## config.mk

```make
export PLATFORM = sky130hd
export DESIGN_NAME = adc_sample_reader_flat
export DESIGN_NICKNAME = d
export VERILOG_FILES = /design/src/rtl/adc_sample_reader_if.sv /design/src/rtl/adc_sample_reader.sv /design/src/flat_wrapper.sv
export SDC_FILE = /design/constraint.sdc
export NUM_CORES = 1
export LEC_CHECK = 0
export CELL_PAD_IN_SITES_DETAIL_PLACEMENT = 1
export CELL_PAD_IN_SITES_GLOBAL_PLACEMENT = 2
export CORE_MARGIN = 3
export CORE_UTILIZATION = 30
export CTS_CLUSTER_DIAMETER = 60
export DETAILED_ROUTE_END_ITERATION = 7
export PLACE_DENSITY_LB_ADDON = 0.08
export SETUP_SLACK_MARGIN = 0.02
export SLEW_MARGIN = 20
export SYNTH_ARGS = -nofsm -noshare
export SYNTH_HDL_FRONTEND = slang
export SYNTH_SLANG_ARGS = --single-unit
```

## constraint.sdc

```tcl
create_clock -name pin_clk -period 2.5 [get_ports pin_clk]
set_input_delay 0.5 -clock pin_clk [delete_from_list [all_inputs] [get_ports pin_clk]]
set_output_delay 0.5 -clock pin_clk [all_outputs]
set_load 0.05 [all_outputs]
```

## src/rtl/adc_sample_reader_if.sv

```systemverilog
// Output sample handshake between adc_sample_reader and its consumer.
interface adc_sample_reader_if #(
  parameter int unsigned DATA_BITS = 12
);
  logic [DATA_BITS-1:0] sample;
  logic                 sample_valid;
  logic                 sample_ready;

  modport master (
    output sample,
    output sample_valid,
    input  sample_ready
  );

  modport slave (
    input  sample,
    input  sample_valid,
    output sample_ready
  );
endinterface

```

## src/rtl/adc_sample_reader.sv

```systemverilog
// Serial ADC frame reader: runs a quiet gap, clocks out one frame on
// adc_sclk, checks the lead bits and presents the sample on a
// valid/ready handshake with sticky overrun and format-error flags.
module adc_sample_reader #(
  parameter int unsigned CLK_DIV      = 1,
  parameter int unsigned FRAME_BITS   = 16,
  parameter int unsigned LEAD_BITS    = 4,
  parameter int unsigned DATA_BITS    = 12,
  parameter int unsigned QUIET_CYCLES = 4
) (
  input  logic                       pin_clk,
  input  logic                       reset_n,
  input  logic                       enable,
  input  logic                       start,
  output logic                       adc_cs_n,
  output logic                       adc_sclk,
  input  logic                       adc_so,
  adc_sample_reader_if.master        smp,
  output logic                       overrun,
  output logic                       format_err,
  input  logic                       clear_flags
);

  localparam int unsigned BW = $clog2(FRAME_BITS + 1);
  localparam int unsigned QW = (QUIET_CYCLES > 1) ? $clog2(QUIET_CYCLES) : 1;

  localparam logic [1:0] S_IDLE  = 2'd0;
  localparam logic [1:0] S_QUIET = 2'd1;
  localparam logic [1:0] S_SHIFT = 2'd2;
  localparam logic [1:0] S_DONE  = 2'd3;

  localparam logic [BW-1:0] LAST_BIT   = BW'(FRAME_BITS - 1);
  localparam logic [BW-1:0] DATA_LO    = BW'(LEAD_BITS);
  localparam logic [BW-1:0] DATA_HI    = BW'(LEAD_BITS + DATA_BITS);
  localparam logic [7:0]    DIV_LAST   = 8'(CLK_DIV - 1);
  localparam logic [QW-1:0] QUIET_LAST = QW'((QUIET_CYCLES > 0) ? QUIET_CYCLES - 1 : 0);

  logic [1:0]           state;
  logic [7:0]           div_cnt;
  logic [BW-1:0]        bit_cnt;
  logic [QW-1:0]        q_cnt;
  logic [DATA_BITS-1:0] shreg;

  logic sclk_tick;
  logic sclk_rise;
  logic lead_hit;
  logic data_bit;
  logic load;
  logic drop;

  // Phase-end strobes and capture qualifiers derived from the sequencer state
  always_comb begin
    sclk_tick = (state == S_SHIFT) && (div_cnt == DIV_LAST);
    sclk_rise = sclk_tick && !adc_sclk;
    lead_hit  = sclk_rise && adc_so && (bit_cnt < DATA_LO);
    data_bit  = sclk_rise && (bit_cnt >= DATA_LO) && (bit_cnt < DATA_HI);
    load      = (state == S_DONE) && (!smp.sample_valid || smp.sample_ready);
    drop      = (state == S_DONE) && !load;
  end

  // Frame sequencer: quiet gap, SCLK generation, frame end and restart
  always_ff @(posedge pin_clk or negedge reset_n) begin
    if (!reset_n) begin
      state    <= S_IDLE;
      adc_cs_n <= 1'b1;
      adc_sclk <= 1'b1;
      div_cnt  <= '0;
      bit_cnt  <= '0;
      q_cnt    <= '0;
    end else begin
      case (state)
        S_IDLE: begin
          adc_cs_n <= 1'b1;
          adc_sclk <= 1'b1;
          if (enable || start) begin
            state <= S_QUIET;
            q_cnt <= '0;
          end
        end
        S_QUIET: begin
          if (q_cnt >= QUIET_LAST) begin
            state    <= S_SHIFT;
            adc_cs_n <= 1'b0;
            adc_sclk <= 1'b0;
            div_cnt  <= '0;
            bit_cnt  <= '0;
          end else begin
            q_cnt <= q_cnt + 1'b1;
          end
        end
        S_SHIFT: begin
          if (sclk_tick) begin
            div_cnt <= '0;
            if (!adc_sclk) begin
              adc_sclk <= 1'b1;
            end else if (bit_cnt == LAST_BIT) begin
              // SCLK is already high, so it simply stays at its idle level
              adc_cs_n <= 1'b1;
              state    <= S_DONE;
            end else begin
              adc_sclk <= 1'b0;
              bit_cnt  <= bit_cnt + 1'b1;
            end
          end else begin
            div_cnt <= div_cnt + 1'b1;
          end
        end
        default: begin
          state <= enable ? S_QUIET : S_IDLE;
          q_cnt <= '0;
        end
      endcase
    end
  end

  // Data bits shift in MSB first; lead and trailing bits never enter
  always_ff @(posedge pin_clk or negedge reset_n) begin
    if (!reset_n) begin
      shreg <= '0;
    end else if (data_bit) begin
      shreg <= DATA_BITS'({shreg, adc_so});
    end
  end

  // Output handshake: a load in DONE takes priority over the consume clear
  always_ff @(posedge pin_clk or negedge reset_n) begin
    if (!reset_n) begin
      smp.sample       <= '0;
      smp.sample_valid <= 1'b0;
    end else if (load) begin
      smp.sample       <= shreg;
      smp.sample_valid <= 1'b1;
    end else if (smp.sample_valid && smp.sample_ready) begin
      smp.sample_valid <= 1'b0;
    end
  end

  // Sticky flags; a set in the same cycle as clear_flags wins
  always_ff @(posedge pin_clk or negedge reset_n) begin
    if (!reset_n) begin
      overrun    <= 1'b0;
      format_err <= 1'b0;
    end else begin
      if (drop) begin
        overrun <= 1'b1;
      end else if (clear_flags) begin
        overrun <= 1'b0;
      end
      if (lead_hit) begin
        format_err <= 1'b1;
      end else if (clear_flags) begin
        format_err <= 1'b0;
      end
    end
  end

endmodule

```

## src/flat_wrapper.sv

```systemverilog
// flat-port wrapper written by rule: the top's interface ports become plain ports
module adc_sample_reader_flat 
#(
  parameter int unsigned CLK_DIV      = 1,
  parameter int unsigned FRAME_BITS   = 16,
  parameter int unsigned LEAD_BITS    = 4,
  parameter int unsigned DATA_BITS    = 12,
  parameter int unsigned QUIET_CYCLES = 4
)
  (pin_clk, reset_n, enable, start, adc_cs_n, adc_sclk, adc_so, overrun, format_err, clear_flags, smp_sample, smp_sample_valid, smp_sample_ready);
  adc_sample_reader_if #(.DATA_BITS(DATA_BITS)) smp_i ();
  input  logic pin_clk;
  input  logic reset_n;
  input  logic enable;
  input  logic start;
  output logic adc_cs_n;
  output logic adc_sclk;
  input  logic adc_so;
  output logic overrun;
  output logic format_err;
  input  logic clear_flags;
  output wire logic [$bits(smp_i.sample)-1:0] smp_sample;
  output wire logic [$bits(smp_i.sample_valid)-1:0] smp_sample_valid;
  input wire logic [$bits(smp_i.sample_ready)-1:0] smp_sample_ready;
  assign smp_sample = smp_i.sample;
  assign smp_sample_valid = smp_i.sample_valid;
  assign smp_i.sample_ready = smp_sample_ready;
  adc_sample_reader #(.CLK_DIV(CLK_DIV), .FRAME_BITS(FRAME_BITS), .LEAD_BITS(LEAD_BITS), .DATA_BITS(DATA_BITS), .QUIET_CYCLES(QUIET_CYCLES)) u_core (.pin_clk(pin_clk), .reset_n(reset_n), .enable(enable), .start(start), .adc_cs_n(adc_cs_n), .adc_sclk(adc_sclk), .adc_so(adc_so), .smp(smp_i), .overrun(overrun), .format_err(format_err), .clear_flags(clear_flags));
endmodule
```

Word-level counts from Yosys, hierarchy flattened
Index checks and enable logic that the tools add are counted.
{"block": "op_classes", "addsub": 3, "magnitude_cmp": 4, "n_eq_ne": 11, "n_mux": 32, "bitwise": 1, "n_reduce_logical": 27}
{"operator": "$mux 5", "count": 4}
{"operator": "$mux 8", "count": 2}
{"operator": "$pmux 8 s2", "count": 1}
{"operator": "$reduce_and 5->1", "count": 3}
{"operator": "$mux 2", "count": 7}
{"operator": "$mux 1", "count": 13}
{"operator": "$pmux 2 s3", "count": 2}
{"operator": "$pmux 5 s2", "count": 1}
{"operator": "$logic_and 1x1->1", "count": 9}
{"operator": "$add 8x1->8 const B", "count": 1}
{"operator": "$logic_not 8->1", "count": 1}
{"operator": "$ne 2x1->1 const B", "count": 4}
{"operator": "$reduce_bool 2->1", "count": 4}
{"operator": "$ne 2x2->1 const B", "count": 3}
{"operator": "$pmux 1 s3", "count": 2}
{"operator": "$reduce_and 3->1", "count": 2}
{"operator": "$add 5x1->5 const B", "count": 1}
{"operator": "$eq 5x4->1 const B", "count": 1}
{"operator": "$ge 5x3->1 const B", "count": 1}
{"operator": "$lt 5x3->1 const B", "count": 1}
{"operator": "$lt 5x5->1 const B", "count": 1}
{"operator": "$eq 2x2->1 const B", "count": 2}
{"operator": "$logic_not 1->1", "count": 3}
{"operator": "$reduce_bool 3->1", "count": 1}
{"operator": "7 further kinds", "count": 8}
{"block": "word_totals", "regBits": 46, "input_bits": 7, "out_inout_bits": 17, "wordCells": 89}

Longest topological paths before layout
Gate-level depths: netlist of the first run.
{"block": "logic_depth", "depth_word": 6, "mapped_depth": 7, "depth_no_buf": 6}

Worst setup path before layout of the first run
Ideal clock, no wire load.
{"block": "synth_timing", "path_type": "register -> register", "from": "register u_core.div_cnt[0]", "to": "register u_core.shreg[10]", "setup_ps": 125, "arrival_time_ps": 1843, "required_ps": 2375, "path_slack_ps": 532, "stages_incl_launch_ff": 8, "path_buffers": 1, "synth_period_minus_slack_ps": 1968, "path_cell_list": "dfrtp_1 inv_1 ha_1 nor4b_4 nand2_4 nor4b_4 buf_6 mux2_2"}
{"block": "synth_via", "elab_chain_len": 5}
{"element": "start, declared", "line_no": "adc_sample_reader.sv:39", "source": "logic [7:0] div_cnt;"}
{"element": "start signal, assigned", "line_no": "adc_sample_reader.sv:105", "source": "div_cnt <= div_cnt + 1'b1;"}
{"element": "$logic_not 8->1", "line_no": "adc_sample_reader.sv:53", "source": "sclk_tick = (state == S_SHIFT) && (div_cnt == DIV_LAST);"}
{"element": "$logic_and 1x1->1", "line_no": "adc_sample_reader.sv:53"}
{"element": "$logic_and 1x1->1", "line_no": "adc_sample_reader.sv:54", "source": "sclk_rise = sclk_tick && !adc_sclk;"}
{"element": "$logic_and 1x1->1 (2 in series)", "line_no": "adc_sample_reader.sv:56", "source": "data_bit = sclk_rise && (bit_cnt >= DATA_LO) && (bit_cnt < DATA_HI);"}
{"element": "end signal, assigned", "line_no": "adc_sample_reader.sv:121", "source": "shreg <= DATA_BITS'({shreg, adc_so});"}
{"element": "end, declared", "line_no": "adc_sample_reader.sv:42", "source": "logic [DATA_BITS-1:0] shreg;"}
Every way passes these cells.
A chain may end at the register's enable or synchronous reset.

Final worst setup path of the first run
{"block": "layout_timing", "from": "register u_core.adc_sclk", "to": "output adc_sclk"}
{"element": "start, declared", "line_no": "adc_sample_reader.sv:16", "source": "output logic adc_sclk,"}
{"element": "start signal, assigned", "line_no": "adc_sample_reader.sv:66", "source": "adc_sclk <= 1'b1;"}
{"element": "start signal, assigned", "line_no": "adc_sample_reader.sv:74", "source": "adc_sclk <= 1'b1;"}
{"element": "start signal, assigned", "line_no": "adc_sample_reader.sv:84", "source": "adc_sclk <= 1'b0;"}
{"element": "end, declared", "line_no": "flat_wrapper.sv:17", "source": "output logic adc_sclk;"}
No word-level cell between the ends.

==> out/summary.txt, run 1 <==
Post-synth EDFFs: 0
Post-Syn Instances: 179
crit path buf inv count: 1
CTS tree: yes
H-tree levels: 2
layout cells sized above 1: 24.17%
Setup violations, final: 0
Power Total: 0.003429 W
Post-Route Setup TNS: 0 ps
final hold vios: 0
site row count: 30
worst-case clock buffer depth: 2
# fillers: 758
max-cap viol count: 0
required time of the critical path: 2000 ps
count of different cell masters after synthesis: 43
# IOs: 24
HPWL after DPL: 3751 um
CTS Hold Bufs: 0
critical setup path kind: reg2out
slowest cell on the critical path: clkdlybuf4s50_1
Pins Over Slew Limit: 0
Yosys top cell area share: 50.29%
pwr dens: 1288 nW/um2
Synth Net Count: 195
synth warn: 0
wire per inst: 16.24 um
Clk pin slew, worst setup/hold paths: 90 ps
FF-to-FF setup slack: 280 ps
FMAX: 444.1 MHz
IO Port Bufs: 23
initial core utilization: 31.53%
Post-Layout Inst Area: 2663 um2
Yosys reg bits: 46
setup bufs post-CTS: 0
clk root buf: clkbuf_8
drt first-iter violations: 19
GPL Wtd Cong: 0.7690
CP Launch Type: flip-flop
Mapped Avg Cell Area: 12.23 um2
total CTS buffers: 5
Worst-Margin Slew: 548.5 ps
sequential area share after synthesis: 52.69%
Via Count: 1471
most common cell in the netlist: dfrtp_1
drt total wl: 4987 um
crit end category: primary output
Core ar.: 6944 um2
RSZ-0062 raised after global routing: no
first-pass GRT wire length: 8266 um
Die Width: 91.43 um
dpl cell area: 2550 um2
die area: 8359 um2
Peak supply drop: 0.2662 mV
area grow syn2layout: 21.60%
Die Height: 91.43 um
initial antenna violation count: 0
Post-synth top cells: dfrtp_1, mux2_2, inv_1, nand2_1, nor2_1
crit path DAT: 1750 ps
Max stage delay on crit path: 830 ps
Top delay family on crit path: buffers and inverters
clk_skew: 6.005 ps
gr ovfl total: 0
Most used DFF post-synth: dfrtp_1
CP Max Fanout: 8
diodes inserted: 0
asr flop ratio synth: 100.0%
GRT Total Usage: 12.60%
status: complete, no violations
mean number of vias per cell: 4.792
Cell Area, Synth: 2190 um2
CTS sink count: 46
Multi-input gate area: 975.9 um2
DRC Markers: 0
DR pass1 iterations: 3
Slew HR: 63.34%
leakage power: 1.157 nW
vias in the first global route: 1611
Hold WC Path Type: in2async
post-route minimum period: 2252 ps
post-route ant nets: 0
Tcrit/Tclk final: 90.07%
Post-CTS Resized: 0
Final nets: 226
pin count of the biggest net entering global routing: 19
storage element area: 1154 um2
Synth area leaders: dfrtp_1, mux2_2, ha_1
Worst-Skew Late Latency: 300 ps
biggest area consumer among synthesized cells: dfrtp_1
critical path cell sequence: clkdlybuf4s50_1
-- per-stage QoR --
stage / cells / hold WS, ps / worst slack, ps / utilization [%]
after detailed placement: 299 / 432.8 / 309.2 / 36.72
final: 307 / 99.15 / 248.2 / 38.34
after global placement: 299 / 425.0 / 355.6 / 36.72
after global routing: 307 / 101.7 / 156.9 / 38.34
after CTS: 307 / 94.19 / 218.5 / 38.34
after floorplan: 179 / 204.4 / 532.2 / -
-- report_power, final --
part,internal (W),total [W],leakage [nW],switching (W)
combinational,0.000644,0.00167,0.528,0.00103
sequential,0.00101,0.00119,0.571,0.000175
clock,0.000300,0.000569,0.0585,0.000270
total,0.00196,0.00343,1.16,0.00147
-- worst reg2reg max path: stages, from the launching register on --
cell      delay, ps
dfrtp_1         420
ha_1            240
and3_1          190
ha_1            250
nand4b_1        340
or4_1           550
o311ai_0        120
-- worst paths after layout --
| path | to | depth (start not counted) | from |
|---|---|---|---|
| max in group asynchronous | u_core.format_err | 2 | reset_n |
| hold reg to reg | u_core.adc_cs_n | 2 | u_core.adc_cs_n |
| setup / recovery | adc_sclk | 1 | u_core.adc_sclk |
| setup reg to reg | u_core.bit_cnt[4] | 6 | u_core.bit_cnt[0] |
| min in group pin_clk | u_core.adc_cs_n | 2 | u_core.adc_cs_n |
| hold / removal | u_core.state[1] | 1 | reset_n |
-- area by class of cell --
type | count | area share [%]
Sequential cell | 46 | 43.33
Multi-Input combinational cell | 119 | 36.65
Timing Repair Buffer | 28 | 9.868
Tap cell | 96 | 4.511
Clock buffer | 5 | 2.585
Clock inverter | 3 | 1.645
Inverter | 10 | 1.410
-- flip-flops by register name, indices dropped and copies added (netlist names) --
| register | flops |
|---|---|
| u_core.shreg | 12 |
| u_core.smp.sample | 12 |
| u_core.div_cnt | 8 |
| u_core.bit_cnt | 5 |
| u_core.q_cnt | 2 |
| u_core.state | 2 |
| u_core.adc_cs_n | 1 |
| u_core.adc_sclk | 1 |
| u_core.format_err | 1 |
| u_core.overrun | 1 |
| u_core.smp.sample_valid | 1 |
-- kinds of logic (layout without fill, tap and decap cells) --
kind of cell	Yosys count	count (layout)	share of synthesized area, %
AO/OA/AOI/OAI	20	20	6.629
adder cells (fa/ha/maj)	9	9	5.143
flip-flops	46	46	52.69
XOR/XNOR	6	6	2.400
buffers and inverters	14	46	2.743
AND/OR/NAND/NOR	54	54	15.14
multiplexers	30	30	15.26
-- placed cells by master (no fill, tap or decap), types with 2 or more instances in the layout --
cell	count
dfrtp_1	44
ha_1	9
nor2_1	10
nand3_1	6
o22ai_1	2
mux2i_1	3
clkbuf_8	5
xnor2_1	3
nand2_1	10
nand2b_1	2
xor2_1	3
nand4_1	7
clkdlybuf4s50_1	22
o311ai_0	2
inv_1	10
o21ai_0	3
mux2_2	27
nor4b_4	2
nor3_1	3
buf_4	5
a21oi_1	3
or4_1	2
dfstp_2	2
nand4b_1	2
-- metal layers --
metal	track usage, %	routed length, um
met4	4.271	51
met2	21.49	2531
met5	0	0
met3	2.734	151
met1	15.67	2252
Note: power is estimated with default switching activity, not from simulation.
==> run 2: changes to the inputs <==
--- a/config.mk
+++ b/config.mk
@@ -7,6 +7,7 @@
 export LEC_CHECK = 0
 export CELL_PAD_IN_SITES_DETAIL_PLACEMENT = 1
 export CELL_PAD_IN_SITES_GLOBAL_PLACEMENT = 2
+export CORE_ASPECT_RATIO = 1.25
 export CORE_MARGIN = 3
 export CORE_UTILIZATION = 30
 export CTS_CLUSTER_DIAMETER = 60
==> run 2 against run 1 <==
Wire length is 2.6% lower. Global-route usage is 0.67 points higher. Combinational power hardly changed. Non-clock buffer count unchanged. Flip-flop and latch count unchanged. Clock skew is 0.95 ps higher. Core utilization shrank 0.93 points. Worst setup slack better by 15 ps. Via count increased by 2.1%. Register-to-register slack about the same. Sequential share of layout area grew 0.60 points.
==> out/summary.txt, run 2 (same netlist as run 1, synthesis figures left out) <==
met1 GRT Util: 16.48%
Hold WC Path Type: in2async
setup bufs post-CTS: 0
# fillers: 786
clk_skew: 6.953 ps
wire per inst: 16.20 um
CTS Hold Bufs: 0
worst r2r src: u_core.bit_cnt[0]
storage element area: 1154 um2
max-cap viol count: 0
Worst-Skew Late Latency: 290 ps
pwr dens: 1250 nW/um2
Post-Layout Inst Area: 2626 um2
RSZ-0062 raised after global routing: no
# IOs: 24
most common cell after layout, fill and taps aside: dfrtp_1
Clk pin slew, worst setup/hold paths: 90 ps
commonest non-fill, non-tap cells in the layout: dfrtp_1, mux2_2, clkdlybuf4s50_1
drt first-iter violations: 30
vias in the first global route: 1699
drt total wl: 4859 um
grt met2 use: 22.35%
final hold vios: 0
GRT Total Usage: 13.27%
IO Port Bufs: 23
Setup violations, final: 0
clk root buf: clkbuf_8
GRT Max-Usage Layer: met2
first-pass GRT wire length: 8459 um
die area: 8366 um2
Via Count: 1502
layout cells sized above 1: 23.81%
status: complete, no violations
leakage power: 1.135 nW
critical setup path kind: reg2out
Worst-Margin Slew: 531.5 ps
slowest cell on the critical path: clkdlybuf4s50_1
CP Max Fanout: 8
DRC Markers: 0
CTS sink count: 46
Pins Over Slew Limit: 0
initial core utilization: 31.19%
CP Launch Type: flip-flop
Peak supply drop: 0.7275 mV
CTS tree: yes
Core ar.: 7019 um2
FF-to-FF setup slack: 290 ps
crit path DAT: 1740 ps
Top delay family on crit path: buffers and inverters
Util after Layout: 37.42%
critical path cell sequence: clkdlybuf4s50_1
pin count of the biggest net entering global routing: 24
Die Height: 101.5 um
worst r2r dst: u_core.bit_cnt[4]
mean number of vias per cell: 5.007
crit path buf inv count: 1
GR Util met3: 3.559%
dpl cell area: 2542 um2
diodes inserted: 0
area grow syn2layout: 19.94%
FMAX: 447.1 MHz
HPWL after DPL: 3636 um
Die Width: 82.41 um
Tcrit/Tclk final: 89.47%
gr ovfl total: 0
biggest regs: u_core.shreg: 12 flops, u_core.smp.sample: 12 flops, u_core.div_cnt: 8 flops
site row count: 34
post-route ant nets: 0
worst-case clock buffer depth: 2
required time of the critical path: 2000 ps
Post-CTS Resized: 0
crit end category: primary output
Multi-input gate area: 975.9 um2
DR pass1 iterations: 4
H-tree levels: 2
cells on worst reg2reg path: 6
GPL Wtd Cong: 0.7713
Slew HR: 64.48%
initial antenna violation count: 0
Final nets: 226
post-route minimum period: 2237 ps
Max stage delay on crit path: 820 ps
total CTS buffers: 5
Post-Route Setup TNS: 0 ps
## run 2: cell count changes in the layout (fill, tap and decap cells not counted)
cell / previous run / this run
clkinvlp_4: 0 / 2
clkinv_2: 1 / 0
inv_6: 1 / 0
bufinv_16: 1 / 0
## run 2: layer usage
layer / vias up / share of wire [%] / wire, um
li1: 704 / - / -
met1: 769 / 44 / 2118
met2: 24 / 51 / 2487
met3: 5 / 4.0 / 192
met4: 0 / 1.3 / 61
met5: - / 0 / 0
## run 2: cell type report
type	instances	area share, %
sequential	46	43.93
timing repair buffer	28	10.00
multi-input combinational	119	37.16
tap	90	4.288
clock inverter	2	0.5717
clock buffer	5	2.620
inverter	10	1.429
## run 2: stage by stage
stage / setup WS (ps) / hold WS [ps] / instances / power, W
global placement: 458.3 / 459.5 / 293 / 0.002817
CTS: 255.0 / 187.5 / 300 / 0.003350
finish: 263.4 / 172.4 / 300 / 0.003283
floorplan: 532.2 / 204.4 / 179 / 0.002338
detailed placement: 325.2 / 474.8 / 293 / 0.002882
global route: 198.4 / 189.9 / 300 / 0.003530
## run 2: how the worst max path moves through the flow
stage | endpoint | cells after the start | from | slack (ps)
after detailed placement | u_core.bit_cnt[4] | 6 | u_core.bit_cnt[0] | 330
after CTS | adc_sclk | 1 | u_core.adc_sclk | 260
after floorplan | u_core.shreg[10] | 7 | u_core.div_cnt[0] | 530
after global placement | u_core.bit_cnt[4] | 6 | u_core.bit_cnt[0] | 460
after global routing | u_core.bit_cnt[4] | 6 | u_core.bit_cnt[0] | 200
final | adc_sclk | 1 | u_core.adc_sclk | 260
## run 2: where the power goes
part | switching (W) | internal, W | leakage (nW)
Sequential | 0.000178 | 0.00101 | 0.571
Combinational | 0.00100 | 0.000642 | 0.528
Clock | 0.000257 | 0.000191 | 0.0362
Total | 0.00144 | 0.00184 | 1.13
